`src/rtl/cpu_irq_controller.sv`:
```
// CPU interrupt source: synchronises request lines, latches pending, masks, fixed-priority arbitrates.
// One registered request with cause code, held until ack, then blocked until end-of-interrupt.
module cpu_irq_controller #(
  parameter int                 NUM_IRQ    = 8,
  parameter logic [NUM_IRQ-1:0] LEVEL_MASK = '0,
  parameter logic [7:0]         CAUSE_BASE = 8'h10
) (
  input  logic               clock,
  input  logic               reset,
  input  logic               stall,
  input  logic [NUM_IRQ-1:0] irq_lines,
  input  logic               reg_we,
  input  logic [1:0]         reg_sel,
  input  logic [31:0]        reg_wdata,
  output logic [31:0]        reg_rdata,
  output logic               irq_req,
  output logic [7:0]         irq_cause,
  input  logic               irq_ack,
  input  logic               irq_eoi,
  output logic               in_service
);

  localparam int IW = (NUM_IRQ > 1) ? $clog2(NUM_IRQ) : 1;

  typedef enum logic [1:0] {IDLE, REQ, SERVICE} state_t;

  logic [NUM_IRQ-1:0] sync1_q, sync1_d, sync2_q, sync2_d, prev_q, prev_d;
  logic [NUM_IRQ-1:0] pend_q, pend_d, soft_q, soft_d, enable_q, enable_d;
  state_t             state_q, state_d;
  logic [IW-1:0]      idx_q, idx_d;
  logic               irq_req_q, irq_req_d, in_service_q, in_service_d;
  logic [7:0]         irq_cause_q, irq_cause_d;

  logic [NUM_IRQ-1:0] pending, active, wmask, w1c, swi, ack_clr;
  logic [IW-1:0]      win_idx;
  logic               ack_fire, eoi_fire;
  logic               unused_wdata;

  assign unused_wdata = ^reg_wdata[31:NUM_IRQ];
  assign wmask        = reg_wdata[NUM_IRQ-1:0];

  always_comb begin
    sync1_d  = irq_lines;
    sync2_d  = sync1_q;
    prev_d   = sync2_q;

    // Edge lines live in pend_q; level lines are the synced level plus the sticky soft bit.
    pending  = (pend_q & ~LEVEL_MASK) | ((sync2_q | soft_q) & LEVEL_MASK);
    active   = pending & enable_q;

    win_idx = '0;
    for (int i = NUM_IRQ - 1; i >= 0; i--) begin
      if (active[i]) win_idx = IW'(i);
    end

    w1c      = (reg_we && reg_sel == 2'd1) ? wmask : '0;
    swi      = (reg_we && reg_sel == 2'd3) ? wmask : '0;
    enable_d = (reg_we && reg_sel == 2'd0) ? wmask : enable_q;

    ack_fire = (state_q == REQ) && irq_ack && !stall;
    eoi_fire = (state_q == SERVICE) && irq_eoi && !stall;

    ack_clr = '0;
    if (ack_fire) ack_clr[idx_q] = 1'b1;

    // Clears first, then sets, so a fresh edge in the same cycle keeps the bit pending.
    pend_d = (((pend_q & ~w1c) & ~ack_clr) | (sync2_q & ~prev_q) | swi) & ~LEVEL_MASK;
    soft_d = ((soft_q & ~w1c) | swi) & LEVEL_MASK;

    state_d      = state_q;
    idx_d        = idx_q;
    irq_req_d    = irq_req_q;
    irq_cause_d  = irq_cause_q;
    in_service_d = in_service_q;
    case (state_q)
      IDLE: begin
        if (|active) begin
          state_d     = REQ;
          idx_d       = win_idx;
          irq_req_d   = 1'b1;
          irq_cause_d = CAUSE_BASE + 8'(win_idx);
        end
      end
      REQ: begin
        if (ack_fire) begin
          state_d      = SERVICE;
          irq_req_d    = 1'b0;
          in_service_d = 1'b1;
        end
      end
      SERVICE: begin
        if (eoi_fire) begin
          state_d      = IDLE;
          in_service_d = 1'b0;
        end
      end
      default: state_d = IDLE;
    endcase
  end

  always_ff @(posedge clock) begin
    if (reset) begin
      sync1_q      <= '0;
      sync2_q      <= '0;
      prev_q       <= '0;
      pend_q       <= '0;
      soft_q       <= '0;
      enable_q     <= '0;
      state_q      <= IDLE;
      idx_q        <= '0;
      irq_req_q    <= 1'b0;
      irq_cause_q  <= 8'h00;
      in_service_q <= 1'b0;
    end else begin
      sync1_q      <= sync1_d;
      sync2_q      <= sync2_d;
      prev_q       <= prev_d;
      pend_q       <= pend_d;
      soft_q       <= soft_d;
      enable_q     <= enable_d;
      state_q      <= state_d;
      idx_q        <= idx_d;
      irq_req_q    <= irq_req_d;
      irq_cause_q  <= irq_cause_d;
      in_service_q <= in_service_d;
    end
  end

  always_comb begin
    case (reg_sel)
      2'd0:    reg_rdata = 32'(enable_q);
      2'd1:    reg_rdata = 32'(pending);
      2'd2:    reg_rdata = 32'(irq_cause_q);
      default: reg_rdata = 32'h0;
    endcase
  end

  assign irq_req    = irq_req_q;
  assign irq_cause  = irq_cause_q;
  assign in_service = in_service_q;

endmodule

```
`config.mk`:
```
export PLATFORM = sky130hd
export DESIGN_NAME = cpu_irq_controller
export DESIGN_NICKNAME = d
export VERILOG_FILES = /design/src/rtl/cpu_irq_controller.sv
export SDC_FILE = /design/constraint.sdc
export NUM_CORES = 1
export LEC_CHECK = 0
export ABC_CLOCK_PERIOD_IN_PS = 1700
export CAP_MARGIN = 20
export CELL_PAD_IN_SITES_DETAIL_PLACEMENT = 1
export CELL_PAD_IN_SITES_GLOBAL_PLACEMENT = 1
export CORE_MARGIN = 3
export CORE_UTILIZATION = 31
export CTS_CLUSTER_DIAMETER = 30
export CTS_CLUSTER_SIZE = 24
export DETAILED_ROUTE_END_ITERATION = 6
export HOLD_SLACK_MARGIN = 0.12
export PLACE_DENSITY_LB_ADDON = 0.12
export SKIP_LAST_GASP = 1
export SYNTH_ARGS = -nofsm -noshare
export SYNTH_HDL_FRONTEND = slang
export SYNTH_SLANG_ARGS = --single-unit
```
`constraint.sdc`:
```
create_clock -name clock -period 1.7 [get_ports clock]
set_clock_uncertainty 0.15 [all_clocks]
set_input_delay 0.255 -clock clock [delete_from_list [all_inputs] [get_ports clock]]
set_output_delay 0.255 -clock clock [all_outputs]
set_load 0.005 [all_outputs]
```
==> impl_metrics.json, run 1 <==
{
  "pre_cts_slack_ps": -474,
  "synth-seq-cells": 48,
  "final_util": 0.415,
  "cts-root-buf": "clkbuf_8",
  "coreArea_um2": 6830,
  "syn-instance-count": 239,
  "setup_violations": 0,
  "cp-end-kind": "output port",
  "peakVddDrop_v": 0.000438,
  "p_total_mw": 2.24,
  "final.period_utilization": 0.950,
  "clkLatencyLatePin_ps": 300,
  "syn-cell-area_um2": 2190,
  "layout-drive-gt1-share": 0.151,
  "cp.required_ps": 1290,
  "dr_total_vias": 1725,
  "syn2layout_area_growth_pct": 29.2,
  "ioPinCount": 90,
  "initial_core_util": 0.321,
  "grt_max_degree": 49,
  "finalWorstSetupSlack_ps": 84.7,
  "routedWlPerCell_um": 13.3,
  "p_leak_nw": 1.21,
  "dp_hpwl_um": 3970,
  "n_antenna_cell": 0,
  "wl_um": 5240,
  "crit_buf_inv": 1,
  "final_area_um2": 2830,
  "path_max_fanout": 5,
  "dr.pass1.iters": 3,
  "synth_top_area_frac": 0.438,
  "chipWidth_um": 90.1,
  "yosysWarnings": 0,
  "path_class": "reg2out",
  "gp_congestion": 0.790,
  "fin_hold_ws_ps": 295,
  "cts_sinks": 48,
  "grt_antenna_before_repair": 0,
  "grt_first_pass_wirelength_um": 8600,
  "max_freq_ghz": 0.619,
  "nNetsFinal": 346,
  "yosys.area.top_type": "dfxtp_1",
  "synth-seq-area-share": 0.438,
  "drv_slew": 0,
  "slowest_delay_ps": 510,
  "crit_family": "buffers and inverters",
  "crit_arrival_ps": 1210,
  "htreeDepth": 2,
  "grt_pass1_vias": 1709,
  "cts_tree": "yes",
  "power.density_nw_per_um2": 792,
  "clk_pin_slew_ps": 100,
  "drv_cap": 0,
  "finalHoldViolations": 0,
  "hold_path_class": "reg2reg",
  "dieArea_um2": 8120,
  "dpl_cell_area_um2": 2750,
  "die_h_um": 90.1,
  "grt_overflow": 0,
  "crit_chain": "clkdlybuf4s50_1",
  "numPortBuffers": 37,
  "drc": 0,
  "clockBufferDepth": 2,
  "syn_area_per_cell_um2": 9.17,
  "outcome": "finished clean",
  "slowest_stage": "clkdlybuf4s50_1",
  "cts_buffers": 5,
  "critPathLaunchType": "flip-flop",
  "rows": 30,
  "synth_cell_types": 33,
  "post-route-min-period_ps": 1620,
  "rsz0062_at_grt": "false",
  "grt.total_usage": 0.131,
  "ant_nets": 0,
  "drt_iter0_drc": 54,
  "via_per_inst": 4.37,
  "ys_top_cells_by_area": "dfxtp_1 (44%), buf_4 (9.9%), nor2b_1 (9.4%)"
}
[layer usage]
layer | global-route usage | share of wire
met1 | 0.176 | 0.51
met2 | 0.209 | 0.45
met3 | 0.0301 | 0.039
met4 | 0.0421 | 0.0097
met5 | 0 | 0
[cell type report]
cell class / instances / area, µm²
well taps: 96 / 120
repair buffers: 62 / 569
flip-flops and latches: 48 / 965
multi-input cells: 174 / 1060
clock buffers: 6 / 82.6
clock inverters: 2 / 13.8
inverters: 7 / 26.3
fillers: 827 / 4000
[path summary, 6_finish.rpt]
check | startpoint | endpoint | slack (ps) | cells after the start
max | irq_cause[2]$_SDFFE_PP0P_ | irq_cause[2] | 80 | 1
min | sync1_q[7]$_SDFF_PP0_ | prev_d[7]$_SDFF_PP0_ | 290 | 1
max reg2reg | pend_q[1]$_SDFF_PP0_ | idx_q[0]$_SDFFE_PP0P_ | 200 | 5
min reg2reg | sync1_q[7]$_SDFF_PP0_ | prev_d[7]$_SDFF_PP0_ | 290 | 1
[power breakdown]
part / internal (mW) / switching, mW
Clock: 0.333 / 0.400
Sequential: 1.17 / 0.0325
Combinational: 0.165 / 0.140
Total: 1.67 / 0.572
[registers in the layout (all words and copies together) (netlist names)]
register    cells
enable_q        8
in_service      1
idx_q           2
prev_d          8
prev_q          8
sync1_q         8
irq_req         1
state_q         2
pend_q          8
irq_cause       2
[synthesized netlist by cell type]
cell       count
dfxtp_1       48
nor2b_1       33
buf_4         29
a21oi_1       23
nand2_1       17
mux2i_1       16
nor2_1        15
inv_1          7
o221ai_1       6
clkbuf_1       4
nand2b_1       4
nand3b_1       4
o21ai_0        4
a22oi_2        3
a32o_1         2
buf_1          2
buf_2          2
nand4b_1       2
nor3_1         2
nor3b_1        2
o311ai_1       2
a2111oi_0      1
a211o_1        1
a211oi_1       1
a21boi_0       1
a22oi_4        1
a31oi_1        1
and3_1         1
and4bb_1       1
conb_1         1
nand4_2        1
o21ai_1        1
or2b_1         1
[placed cells by master, fill, tap and decap left out, types with 2 or more instances in the layout]
cell	count
buf_4	21
dlygate4sd2_1	5
buf_6	2
nor2_1	15
nand3b_1	4
o311ai_1	2
nor3_1	2
clkbuf_8	6
mux2i_1	16
nand2b_1	4
nand2_1	17
a32o_1	2
nand4b_1	2
nor3b_1	2
clkdlybuf4s50_1	26
dlymetal6s2s_1	2
inv_1	7
dfxtp_2	3
o221ai_1	6
o21ai_1	2
buf_2	3
a21oi_1	23
dfxtp_1	45
nor2b_1	33
o21ai_0	3
conb_1	28
buf_12	2
a22oi_2	3
[what timing repair did]
action	in CTS	in global routing
hold buffers	0	0
endpoints found under the setup margin	13	5
setup buffers	0	0
gates resized for setup	24	4
[metrics by stage]
stage	cells	TNS, ps
6_report	395	0
5_1_grt	395	0
4_1_cts	395	-127
3_5_place_dp	387	-6890
3_3_place_gp	387	-6800
2_1_floorplan	266	0
[kinds of logic (layout without fill, tap and decap cells)]
group,after synthesis,in the layout,share of synthesized area
muxes,16,16,0.0731
buffers and inverters,44,77,0.126
DFF,48,48,0.438
other,1,28,0.00171
AOI/OAI and AO/OA,47,47,0.150
and+or+nand+nor,83,83,0.211
(Power assumes the default switching activity.)
==> run 2, diff against run 1 <==
--- a/config.mk
+++ b/config.mk
@@ -6,7 +6,6 @@
 export NUM_CORES = 1
 export LEC_CHECK = 0
 export ABC_CLOCK_PERIOD_IN_PS = 1700
-export CAP_MARGIN = 20
 export CELL_PAD_IN_SITES_DETAIL_PLACEMENT = 1
 export CELL_PAD_IN_SITES_GLOBAL_PLACEMENT = 1
 export CORE_MARGIN = 3
==> results of run 2 <==
No change in the layout: final DEF, timing and power equal those of run 1.
==> run 3, diff against run 2 <==
--- a/config.mk
+++ b/config.mk
@@ -5,11 +5,11 @@
 export SDC_FILE = /design/constraint.sdc
 export NUM_CORES = 1
 export LEC_CHECK = 0
-export ABC_CLOCK_PERIOD_IN_PS = 1700
+export ABC_CLOCK_PERIOD_IN_PS = 2100
 export CELL_PAD_IN_SITES_DETAIL_PLACEMENT = 1
 export CELL_PAD_IN_SITES_GLOBAL_PLACEMENT = 1
 export CORE_MARGIN = 3
-export CORE_UTILIZATION = 31
+export CORE_UTILIZATION = 33
 export CTS_CLUSTER_DIAMETER = 30
 export CTS_CLUSTER_SIZE = 24
 export DETAILED_ROUTE_END_ITERATION = 6
==> constraint.sdc (replaced) <==
create_clock -name clock -period 2.1 [get_ports clock]
set_clock_uncertainty 0.15 [all_clocks]
set_input_delay 0.315 -clock clock [delete_from_list [all_inputs] [get_ports clock]]
set_output_delay 0.315 -clock clock [all_outputs]
set_load 0.005 [all_outputs]
==> impl_metrics.json, run 3 (synthesized netlist as in run 1, its figures left out) <==
{
  "outcome": "finished clean",
  "n_antenna_cell": 0,
  "p_int_mw": 1.45,
  "nNetsFinal": 330,
  "p_leak_nw": 1.10,
  "dr.pass1.iters": 4,
  "final_cell_mix": "dfxtp_1 (48), nor2b_1 (33), clkdlybuf4s50_1 (32)",
  "final_area_um2": 2700,
  "grt_max_degree": 28,
  "coreArea_um2": 6390,
  "wl_um": 4780,
  "crit_chain": "clkdlybuf4s50_1, buf_4, nor2_1, clkdlybuf4s50_1",
  "dp_hpwl_um": 3580,
  "cp-end-kind": "output port",
  "cts_tree": "yes",
  "p_switching_uw": 434,
  "rsz0062_at_grt": "false",
  "gr-max-usage-layer": "met2",
  "grt_first_pass_wirelength_um": 7420,
  "slowest_delay_ps": 500,
  "final.period_utilization": 0.956,
  "clk_pin_slew_ps": 90,
  "htreeDepth": 2,
  "fin_hold_ws_ps": 295,
  "clkLatencyLatePin_ps": 300,
  "grt_antenna_before_repair": 0,
  "cts_buffers": 5,
  "use_met2": 0.201,
  "setup_violations": 0,
  "post-route-min-period_ps": 2010,
  "die_h_um": 87.5,
  "ioPinCount": 90,
  "grt_util_met3": 0.0331,
  "cts-root-buf": "clkbuf_8",
  "critPathMostFrequentCell": "clkdlybuf4s50_1",
  "layout-drive-gt1-share": 0.0813,
  "cp.required_ps": 1630,
  "final_util": 0.423,
  "ant_nets": 0,
  "crit_arrival_ps": 1540,
  "syn2layout_area_growth_pct": 23.3,
  "initial_core_util": 0.343,
  "hold_path_class": "reg2reg",
  "grt_util_met1": 0.166,
  "gp_congestion": 0.763,
  "p_seq_frac": 0.521,
  "path_max_fanout": 13,
  "crit_family": "buffers and inverters",
  "drc": 0,
  "multiInputGateArea_um2": 1060,
  "path_class": "in2out",
  "drv_cap": 0,
  "fillers": 761,
  "grt_pass1_vias": 1491,
  "peakVddDrop_v": 0.000369,
  "routedWlPerCell_um": 13.3,
  "drv_slew": 0,
  "dp_cells": 352,
  "grt.total_usage": 0.126,
  "dieArea_um2": 7660,
  "dpl_cell_area_um2": 2580,
  "final_common_cell": "dfxtp_1",
  "slowest_stage": "clkdlybuf4s50_1",
  "finalHoldViolations": 0,
  "rows": 29,
  "grt_overflow": 0,
  "numPortBuffers": 37,
  "regArea_um2": 961,
  "max_freq_ghz": 0.498,
  "swShare": 0.230,
  "crit_buf_inv": 3,
  "power.density_nw_per_um2": 699,
  "critPathLaunchType": "input port",
  "combPwrFrac": 0.113,
  "chipWidth_um": 87.5,
  "clockBufferDepth": 2,
  "instances_no_fill": 360,
  "dr_total_vias": 1663,
  "cts_sinks": 48,
  "clockPowerShare": 0.366,
  "drt_iter0_drc": 63,
  "via_per_inst": 4.62
}
[run 3: timing repair]
| item | in CTS | in global routing |
|---|---|---|
| pin swaps | 0 | 0 |
| buffers inserted | 0 | 0 |
| endpoints found under the setup margin | 8 | 1 |
| hold buffers | 0 | 0 |
| resized for setup | 7 | 1 |
[run 3: layout make-up]
| cell class | instances | area share |
|---|---|---|
| Timing Repair Buffer | 46 | 0.162 |
| Clock buffer | 6 | 0.0305 |
| Multi-Input combinational cell | 174 | 0.392 |
| Inverter | 7 | 0.00972 |
| Tap cell | 77 | 0.0356 |
| Clock inverter | 2 | 0.0143 |
| Sequential cell | 48 | 0.355 |
[run 3: power by group through the flow]
stage / logic (mW) / registers (mW) / clock network, mW
after floorplan: 0.152 / 0.995 / 0
after global placement: 0.213 / 1.00 / 0
after detailed placement: 0.215 / 1.01 / 0
after CTS: 0.215 / 0.985 / 0.718
after global routing: 0.239 / 0.991 / 0.763
final: 0.214 / 0.984 / 0.691
[run 3: metrics by stage]
step,power (mW),TNS [ps],setup WS [ps]
2_1_floorplan,1.15,0,702
3_3_place_gp,1.22,-714,-161
3_5_place_dp,1.22,-751,-164
4_1_cts,1.92,-93.6,-93.6
5_1_grt,1.99,0,20.8
6_report,1.89,0,91.8
[run 3: path summary, 6_finish.rpt]
| path | start | end | slack (ps) | depth (start not counted) |
|---|---|---|---|---|
| setup / recovery | reg_sel[1] | reg_rdata[7] | 90 | 4 |
| hold / removal | sync1_q[6]$_SDFF_PP0_ | prev_d[6]$_SDFF_PP0_ | 300 | 1 |
| setup reg to reg | state_q[0]$_SDFFE_PP0P_ | pend_q[4]$_SDFF_PP0_ | 630 | 4 |
| hold reg to reg | sync1_q[6]$_SDFF_PP0_ | prev_d[6]$_SDFF_PP0_ | 300 | 1 |
[run 3: layer usage]
metal  vias to the layer above  share of wire
met1                       777           0.48
met2                        38           0.46
met3                         4          0.053
met4                         0         0.0098
li1                        844              -
met5                         -              0
